**src/rtl/josh_pkg.sv**
```systemverilog
// Shared definitions for the frame sequencer slice: state encoding,
// screen geometry and colour constants.
package josh_pkg;

  typedef enum logic [3:0] {
    S_MENU,
    S_MENU_WAIT,
    S_LATCH,
    S_DRAW,
    S_WAIT_TICK,
    S_ERASE,
    S_UPDATE,
    S_CHECK,
    S_OVER
  } state_t;

  localparam int SCREEN_W = 160;
  localparam int SCREEN_H = 120;

  localparam logic [2:0] COLOUR_BLACK = 3'b000;
  localparam logic [2:0] COLOUR_WHITE = 3'b111;

  localparam logic [7:0] SCORE_MAX = 8'hFF;

  // States in which a game is in progress (drives startgame).
  function automatic logic is_running(input state_t s);
    return (s == S_LATCH) || (s == S_DRAW) || (s == S_CHECK) ||
           (s == S_WAIT_TICK) || (s == S_ERASE) || (s == S_UPDATE);
  endfunction

endpackage

```
**src/rtl/frame_sequencer_if.sv**
```systemverilog
// Signal bundle between the frame sequencer and the game datapath / VGA
// adapter. master = sequencer side, slave = datapath/board side.
interface frame_sequencer_if;

  logic       go;
  logic       grav;
  logic       endgame;
  logic [7:0] dude_x;
  logic [6:0] dude_y;

  logic       startgame;
  logic       ld_pos;
  logic       grav_flip;
  logic       plot;
  logic [7:0] x;
  logic [6:0] y;
  logic [2:0] colour;
  logic [7:0] score;

  modport master (
    input  go, grav, endgame, dude_x, dude_y,
    output startgame, ld_pos, grav_flip, plot, x, y, colour, score
  );

  modport slave (
    output go, grav, endgame, dude_x, dude_y,
    input  startgame, ld_pos, grav_flip, plot, x, y, colour, score
  );

endinterface

```
**src/rtl/frame_sequencer_tick_gen.sv**
```systemverilog
// Frame tick generator: free-running divider that pulses tick for one
// cycle every TICK_DIV enabled cycles; held at zero while disabled.
module tick_gen #(
  parameter int TICK_DIV = 833333
) (
  input  logic clk,
  input  logic resetn,
  input  logic enable,
  input  logic clear,
  output logic tick
);

  localparam int CW = (TICK_DIV > 1) ? $clog2(TICK_DIV) : 1;
  localparam logic [CW-1:0] CNT_LAST = CW'(TICK_DIV - 1);

  logic [CW-1:0] cnt;

  // Divider count: wraps at TICK_DIV-1, parked at zero when idle or cleared.
  always_ff @(posedge clk) begin
    if (!resetn || clear || !enable) begin
      cnt <= '0;
    end else if (cnt == CNT_LAST) begin
      cnt <= '0;
    end else begin
      cnt <= cnt + CW'(1);
    end
  end

  assign tick = enable && (cnt == CNT_LAST);

endmodule

```
**src/rtl/frame_sequencer.sv**
```systemverilog
// Game frame sequencer: menu handling, per-frame erase/update/draw of the
// player sprite, collision check, gravity-flip request latching and score.
module frame_sequencer
  import josh_pkg::*;
#(
  parameter int         TICK_DIV    = 833333,
  parameter int         DUDE_W      = 4,
  parameter int         DUDE_H      = 4,
  parameter int         SCREEN_W    = josh_pkg::SCREEN_W,
  parameter int         SCREEN_H    = josh_pkg::SCREEN_H,
  parameter logic [2:0] DUDE_COLOUR = COLOUR_WHITE
) (
  input  logic              clk,
  input  logic              resetn,
  frame_sequencer_if.master bus
);

  localparam logic [7:0] CX_LAST = 8'(DUDE_W - 1);
  localparam logic [6:0] CY_LAST = 7'(DUDE_H - 1);

  state_t     state;
  state_t     state_nxt;
  logic [7:0] pos_x;
  logic [6:0] pos_y;
  logic [7:0] cx;
  logic [6:0] cy;
  logic [7:0] score_q;
  logic       grav_pending;

  logic       tick;
  logic       tick_clr;
  logic       running;
  logic       sweep;
  logic       last_px;
  logic [8:0] px;
  logic [7:0] py;
  logic       on_screen;

  logic       plot_c;
  logic [7:0] x_c;
  logic [6:0] y_c;
  logic [2:0] colour_c;
  logic       ld_pos_c;
  logic       grav_flip_c;

  // Score increment that sticks at the maximum instead of wrapping.
  function automatic logic [7:0] sat_inc(input logic [7:0] s);
    return (s == SCORE_MAX) ? s : s + 8'd1;
  endfunction

  assign running  = is_running(state);
  assign sweep    = (state == S_DRAW) || (state == S_ERASE);
  assign last_px  = (cx == CX_LAST) && (cy == CY_LAST);
  // Leaving the menu starts a fresh game: score and frame phase restart.
  assign tick_clr = (state == S_MENU_WAIT) && !bus.go;

  // Pixel address computed one bit wider so off-screen pixels do not wrap.
  assign px        = {1'b0, pos_x} + {1'b0, cx};
  assign py        = {1'b0, pos_y} + {1'b0, cy};
  assign on_screen = (px < 9'(SCREEN_W)) && (py < 8'(SCREEN_H));

  tick_gen #(
    .TICK_DIV (TICK_DIV)
  ) u_tick_gen (
    .clk    (clk),
    .resetn (resetn),
    .enable (running),
    .clear  (tick_clr),
    .tick   (tick)
  );

  // State register.
  always_ff @(posedge clk) begin
    if (!resetn) begin
      state <= S_MENU;
    end else begin
      state <= state_nxt;
    end
  end

  // Next-state logic.
  always_comb begin
    state_nxt = state;
    case (state)
      S_MENU:      if (bus.go) state_nxt = S_MENU_WAIT;
      S_MENU_WAIT: if (!bus.go) state_nxt = S_LATCH;
      S_LATCH:     state_nxt = S_DRAW;
      S_DRAW:      if (last_px) state_nxt = S_CHECK;
      S_CHECK:     state_nxt = bus.endgame ? S_OVER : S_WAIT_TICK;
      S_WAIT_TICK: if (tick) state_nxt = S_ERASE;
      S_ERASE:     if (last_px) state_nxt = S_UPDATE;
      S_UPDATE:    state_nxt = S_LATCH;
      S_OVER:      if (bus.go) state_nxt = S_MENU_WAIT;
      default:     state_nxt = S_MENU;
    endcase
  end

  // Output decode from registered state, sweep counters and latched position.
  always_comb begin
    plot_c      = 1'b0;
    x_c         = 8'd0;
    y_c         = 7'd0;
    colour_c    = COLOUR_BLACK;
    ld_pos_c    = 1'b0;
    grav_flip_c = 1'b0;
    case (state)
      S_DRAW: begin
        plot_c   = on_screen;
        x_c      = px[7:0];
        y_c      = py[6:0];
        colour_c = DUDE_COLOUR;
      end
      S_ERASE: begin
        plot_c   = on_screen;
        x_c      = px[7:0];
        y_c      = py[6:0];
        colour_c = COLOUR_BLACK;
      end
      S_UPDATE: begin
        ld_pos_c    = 1'b1;
        grav_flip_c = grav_pending | bus.grav;
      end
      default: begin
      end
    endcase
  end

  // Sprite sweep counters: cx inner, cy outer, back to origin after the last pixel.
  always_ff @(posedge clk) begin
    if (!resetn || !sweep) begin
      cx <= 8'd0;
      cy <= 7'd0;
    end else if (cx == CX_LAST) begin
      cx <= 8'd0;
      cy <= (cy == CY_LAST) ? 7'd0 : cy + 7'd1;
    end else begin
      cx <= cx + 8'd1;
    end
  end

  // Sprite origin captured once per frame so erase hits exactly what was drawn.
  always_ff @(posedge clk) begin
    if (!resetn) begin
      pos_x <= 8'd0;
      pos_y <= 7'd0;
    end else if (state == S_LATCH) begin
      pos_x <= bus.dude_x;
      pos_y <= bus.dude_y;
    end
  end

  // Score: cleared on game start, bumped on every surviving frame.
  always_ff @(posedge clk) begin
    if (!resetn || tick_clr) begin
      score_q <= 8'd0;
    end else if ((state == S_CHECK) && !bus.endgame) begin
      score_q <= sat_inc(score_q);
    end
  end

  // Gravity request memory: catches short presses between updates.
  always_ff @(posedge clk) begin
    if (!resetn || (state == S_UPDATE)) begin
      grav_pending <= 1'b0;
    end else if (running && bus.grav) begin
      grav_pending <= 1'b1;
    end
  end

  assign bus.startgame = running;
  assign bus.ld_pos    = ld_pos_c;
  assign bus.grav_flip = grav_flip_c;
  assign bus.plot      = plot_c;
  assign bus.x         = x_c;
  assign bus.y         = y_c;
  assign bus.colour    = colour_c;
  assign bus.score     = score_q;

endmodule
```
**src/flat_wrapper.sv**
```systemverilog
// flat-port wrapper written by rule: the top's interface ports become plain ports
module frame_sequencer_flat import josh_pkg::*;
#(
  parameter int         TICK_DIV    = 833333,
  parameter int         DUDE_W      = 4,
  parameter int         DUDE_H      = 4,
  parameter int         SCREEN_W    = josh_pkg::SCREEN_W,
  parameter int         SCREEN_H    = josh_pkg::SCREEN_H,
  parameter logic [2:0] DUDE_COLOUR = COLOUR_WHITE
)
  (clk, resetn, bus_go, bus_grav, bus_endgame, bus_dude_x, bus_dude_y, bus_startgame, bus_ld_pos, bus_grav_flip, bus_plot, bus_x, bus_y, bus_colour, bus_score);
  frame_sequencer_if bus_i ();
  input  logic clk;
  input  logic resetn;
  input wire logic [$bits(bus_i.go)-1:0] bus_go;
  input wire logic [$bits(bus_i.grav)-1:0] bus_grav;
  input wire logic [$bits(bus_i.endgame)-1:0] bus_endgame;
  input wire logic [$bits(bus_i.dude_x)-1:0] bus_dude_x;
  input wire logic [$bits(bus_i.dude_y)-1:0] bus_dude_y;
  output wire logic [$bits(bus_i.startgame)-1:0] bus_startgame;
  output wire logic [$bits(bus_i.ld_pos)-1:0] bus_ld_pos;
  output wire logic [$bits(bus_i.grav_flip)-1:0] bus_grav_flip;
  output wire logic [$bits(bus_i.plot)-1:0] bus_plot;
  output wire logic [$bits(bus_i.x)-1:0] bus_x;
  output wire logic [$bits(bus_i.y)-1:0] bus_y;
  output wire logic [$bits(bus_i.colour)-1:0] bus_colour;
  output wire logic [$bits(bus_i.score)-1:0] bus_score;
  assign bus_i.go = bus_go;
  assign bus_i.grav = bus_grav;
  assign bus_i.endgame = bus_endgame;
  assign bus_i.dude_x = bus_dude_x;
  assign bus_i.dude_y = bus_dude_y;
  assign bus_startgame = bus_i.startgame;
  assign bus_ld_pos = bus_i.ld_pos;
  assign bus_grav_flip = bus_i.grav_flip;
  assign bus_plot = bus_i.plot;
  assign bus_x = bus_i.x;
  assign bus_y = bus_i.y;
  assign bus_colour = bus_i.colour;
  assign bus_score = bus_i.score;
  frame_sequencer #(.TICK_DIV(TICK_DIV), .DUDE_W(DUDE_W), .DUDE_H(DUDE_H), .SCREEN_W(SCREEN_W), .SCREEN_H(SCREEN_H), .DUDE_COLOUR(DUDE_COLOUR)) u_core (.clk(clk), .resetn(resetn), .bus(bus_i));
endmodule
```
**config.mk**
```make
export PLATFORM = sky130hd
export DESIGN_NAME = frame_sequencer_flat
export DESIGN_NICKNAME = d
export VERILOG_FILES = /design/src/rtl/josh_pkg.sv /design/src/rtl/frame_sequencer_if.sv /design/src/rtl/frame_sequencer_tick_gen.sv /design/src/rtl/frame_sequencer.sv /design/src/flat_wrapper.sv
export SDC_FILE = /design/constraint.sdc
export NUM_CORES = 1
export LEC_CHECK = 0
export BUFFER_PORTS_ARGS = -buffer_cell sky130_fd_sc_hd__buf_2
export CORE_MARGIN = 5
export CORE_UTILIZATION = 25
export CTS_CLUSTER_DIAMETER = 30
export DETAILED_ROUTE_END_ITERATION = 12
export SETUP_SLACK_MARGIN = 0.15
export SYNTH_ARGS = -nofsm -noshare
export SYNTH_HDL_FRONTEND = slang
export SYNTH_SLANG_ARGS = --single-unit
```
**constraint.sdc**
```tcl
create_clock -name clk -period 2.75 [get_ports clk]
set_clock_uncertainty 0.15 [all_clocks]
set_input_delay 0.4125 -clock clk [delete_from_list [all_inputs] [get_ports clk]]
set_output_delay 0.4125 -clock clk [all_outputs]
set_load 0.03 [all_outputs]
```
==> run summary <==
The flow ran to the end, but the final reports show violations. The checks that failed: negative setup slack. The core region area came out at 0.0137 mm2. The worst reg-to-reg path cell count is 8. The later-pin clock latency in the skew report is 0.33 ns. The H-tree was split into 3 levels. Synthesis produced a netlist whose cell count is 415. The count of standard-cell rows came out at 43.

By area the synthesized netlist is led by sky130_fd_sc_hd__dfxtp_1 (37%), sky130_fd_sc_hd__ha_1 (7.2%), sky130_fd_sc_hd__nor2_1 (7.0%), sky130_fd_sc_hd__xor2_1 (6.3%), sky130_fd_sc_hd__nand2_1 (5.9%). The number of synthesis warnings is 0. The number of hold buffers added after CTS was 0. The final number of setup-violating endpoints came out at 2. The setup slack of the critical path after layout came out at -0.230 ns. Counting flops with an async set or reset pin after synthesis yields a share of 0%. Setup repair after global routing could not meet its margin everywhere. The number of synthesized flops with an enable pin came out at 0. The number of max-capacitance violations reported is 0. The total via count after detailed routing is 3,113. The die extent in x is 128 um. The diode insertion count for antenna repair came out at 0. The area of the die is 0.0163 mm2. After clock tree synthesis, the clock-pin slew on the worst setup and hold paths is 0.05 ns. Once layout is complete, the utilization of the core stands at 34.1%. The average size of a mapped cell came out at 8.32 um2.

The post-detailed-route DRC marker count came out at 0. The number of CTS-inserted buffers came out at 9. The max-slew violation count is 0.

The first global-routing pass estimated 13,700 um of wire. Wires add up to 8240 um. The static leakage came out at 1.81 nW. The count of pins on the block boundary came out at 50. The path class of the tightest hold or removal check is primary input to flop. The critical-path cell with the highest stage delay is sky130_fd_sc_hd__or4_1. Of the cells placed in the final design, the portion with a size suffix greater than 1 is 28.2%. The tree is rooted in a sky130_fd_sc_hd__clkbuf_16. The floorplan step set the die height to 128 um.

The count of clock tree sinks is 63. The initial antenna violation count came out at 0. The fraction of the mapped netlist area in compound gates is 13.4%. The worst setup path is captured at a primary output.

The all-layer global routing usage came out at 10.2%. The critical path is of the flop to primary output type. At the end of routability-driven placement, the weighted congestion stood at 0.812. The arrival time at the worst endpoint is 2.42 ns. The relative slew slack came out at 54.3%. Buffers placed on the I/O ports in this run total 49.

The critical path goes through buf_6, fa_2, a21o_1, a21oi_2, xnor2_1, or4_1, and4_4, buf_6. The number of unique standard cell types used by synthesis came out at 51. In this run the cell area of the synthesized design comes to 0.00345 mm2. The worst path in the final design needs a cycle of 2.98 ns, including I/O delays and setup. The adder-cell area share of the yosys netlist came out at 8.41%. The synthesized net count came out at 457. Compared with the post-synthesis result, the final layout area differs by 35.6%. The final layout net count came out at 535. The final setup TNS is -0.266 ns. The number of optimization iterations in the first detailed-route pass came out at 4.

The worst endpoint required time came out at 2.19 ns. The slew at the pin closest to its max-slew limit is 0.679 ns. The number of synthesized register bits is 63. The global-route congestion overflow total is 0. The simple-gate portion of the synthesized area is 26.9%. TritonCTS built the clock tree. The cell that appears most often on the critical path is sky130_fd_sc_hd__buf_6. The detail-routed via count per cell is 4.60.

The largest net degree at the start of global routing came out at 24. The detailed router finished its first iteration with 122 violations. The maximum buffer depth of the clock tree is 2. The worst-path maximum fanout is 2. The final period utilization came out at 108%.

The peak ir drop on the vdd network is 0.336 mV. The hold path depth is 3. The post-synthesis xor/xnor area fraction came out at 11.2%. The post-route antenna net violation count is 0. The cell type contributing the most total cell area after synthesis is sky130_fd_sc_hd__dfxtp_1. The half-perimeter wire length after detailed placement came out at 6280 um. The design draws 0.00270 W.

The maximum single-stage delay on the critical path is 0.50 ns. The startpoint type of the worst setup path is a flop. The area fraction of the dominant cell type after synthesis came out at 36.5%. By area, the combinational part of the netlist is dominated by simple AND/OR/NAND/NOR gates.

The post-synthesis sequential area ratio came out at 36.5%. The routed wire length per instance came out at 12.2 um. The achievable frequency is 336 MHz. The multiplexer fraction of the synthesized cell area is 0.580%. The via count of the first global-routing pass is 3,008. The final-report hold violation count came out at 0. Prior to clock tree synthesis, the placed netlist has a worst setup slack of -0.0726 ns. The most used flip-flop cell after synthesis is sky130_fd_sc_hd__dfxtp_1. The initial utilization of the core area, before any placement, comes to 25.2%.

Dividing total power by cell area gives a power density of 578 mW/mm2.
[cell families after synthesis]
logic type / Yosys count
AND/OR/NAND/NOR: 197
flip-flops: 63
AO/OA/AOI/OAI: 62
XOR/XNOR: 44
buffers and inverters: 25
adder cells (fa/ha/maj): 22
multiplexers: 2
[critical path, delay by kind of cell, from the launching register on]
family | cells | cell delay [ns]
buffers and inverters | 2 | 0.25
flip-flops | 1 | 0.33
adder cells (fa/ha/maj) | 1 | 0.38
XOR/XNOR | 1 | 0.11
AND/OR/NAND/NOR | 2 | 0.66
AO/OA/AOI/OAI | 2 | 0.36
[worst paths after layout]
path	slack, ns	startpoint	to
setup reg to reg	0.38	u_core.cx[0]	u_core.state[2]
hold reg to reg	0.31	u_core.pos_y[2]	u_core.pos_y[2]
hold / removal	0.18	bus_dude_x[1]	u_core.pos_x[1]
setup / recovery	-0.23	u_core.pos_y[1]	bus_plot
[cells in the mapped netlist, types with 9 or more instances]
| cell type | number |
|---|---|
| sky130_fd_sc_hd__nor2_1 | 64 |
| sky130_fd_sc_hd__dfxtp_1 | 63 |
| sky130_fd_sc_hd__nand2_1 | 54 |
| sky130_fd_sc_hd__xor2_1 | 25 |
| sky130_fd_sc_hd__ha_1 | 20 |
| sky130_fd_sc_hd__xnor2_1 | 19 |
| sky130_fd_sc_hd__a21boi_0 | 15 |
| sky130_fd_sc_hd__nand3_1 | 14 |
| sky130_fd_sc_hd__nor3_1 | 14 |
| sky130_fd_sc_hd__and3_1 | 13 |
| sky130_fd_sc_hd__a21oi_1 | 12 |
| sky130_fd_sc_hd__clkbuf_1 | 12 |
| sky130_fd_sc_hd__inv_1 | 9 |
[repair_timing]
| action | in CTS | in global routing |
|---|---|---|
| gates resized for setup | 35 | 21 |
| setup endpoints to repair | 7 | 8 |
| buffers inserted | 5 | 1 |
| pin swaps | 20 | 6 |
[stage by stage]
step	std cells	instance area, um2	hold WS (ns)
after floorplan	415	3490	0.280
after global placement	656	4100	0.305
after detailed placement	656	4100	0.315
after CTS	676	4590	0.174
after global routing	677	4680	0.187
final	677	4680	0.182
[per-layer routing]
layer	up-vias	routed length [um]	share of wire [%]	GRT usage, %
met4	0	127	1.5	3.60
met1	1453	3590	44	11.9
met2	52	4230	51	18.5
met5	-	0	0	0
li1	1594	-	-	-
met3	14	282	3.4	2.26
[cell type report]
cell class | instances | area [um2]
Clock buffer | 12 | 268
Clock inverter | 3 | 40.0
Fill cell | 1408 | 9040
Inverter | 9 | 33.8
Multi-Input combinational cell | 327 | 2290
Sequential cell | 63 | 1280
Tap cell | 180 | 225
Timing Repair Buffer | 83 | 544
[state kept, by name, summed over array words and instances (netlist names)]
register               flops
u_core.cy                  7
u_core.bus.score           8
u_core.state               4
u_core.grav_pending        1
u_core.pos_x               8
u_core.pos_y               7
u_core.cx                  8
u_core.u_tick_gen.cnt     20
[cell usage in the layout, fill, tap and decap left out, types with 4 or more instances in the layout]
cell / netlist / routed
sky130_fd_sc_hd__a21boi_0: 15 / 15
sky130_fd_sc_hd__a21o_1: 5 / 5
sky130_fd_sc_hd__a21oi_1: 12 / 7
sky130_fd_sc_hd__a21oi_2: 0 / 5
sky130_fd_sc_hd__and2_1: 4 / 4
sky130_fd_sc_hd__and3_1: 13 / 13
sky130_fd_sc_hd__and4_1: 5 / 4
sky130_fd_sc_hd__buf_2: 2 / 42
sky130_fd_sc_hd__buf_4: 2 / 34
sky130_fd_sc_hd__buf_6: 0 / 7
sky130_fd_sc_hd__clkbuf_16: 0 / 10
sky130_fd_sc_hd__dfxtp_1: 63 / 53
sky130_fd_sc_hd__dfxtp_2: 0 / 7
sky130_fd_sc_hd__ha_1: 20 / 13
sky130_fd_sc_hd__ha_4: 0 / 6
sky130_fd_sc_hd__inv_1: 9 / 8
sky130_fd_sc_hd__nand2_1: 54 / 54
sky130_fd_sc_hd__nand3_1: 14 / 14
sky130_fd_sc_hd__nand4_1: 7 / 7
sky130_fd_sc_hd__nor2_1: 64 / 63
sky130_fd_sc_hd__nor3_1: 14 / 14
sky130_fd_sc_hd__o21ai_0: 8 / 6
sky130_fd_sc_hd__xnor2_1: 19 / 18
sky130_fd_sc_hd__xor2_1: 25 / 25
[power by group]
part,internal [W],switching [W]
registers,0.000966,0.0000584
clock network,0.000772,0.000384
logic,0.000205,0.000318
total,0.00194,0.000761
(Power assumes the default switching activity.)
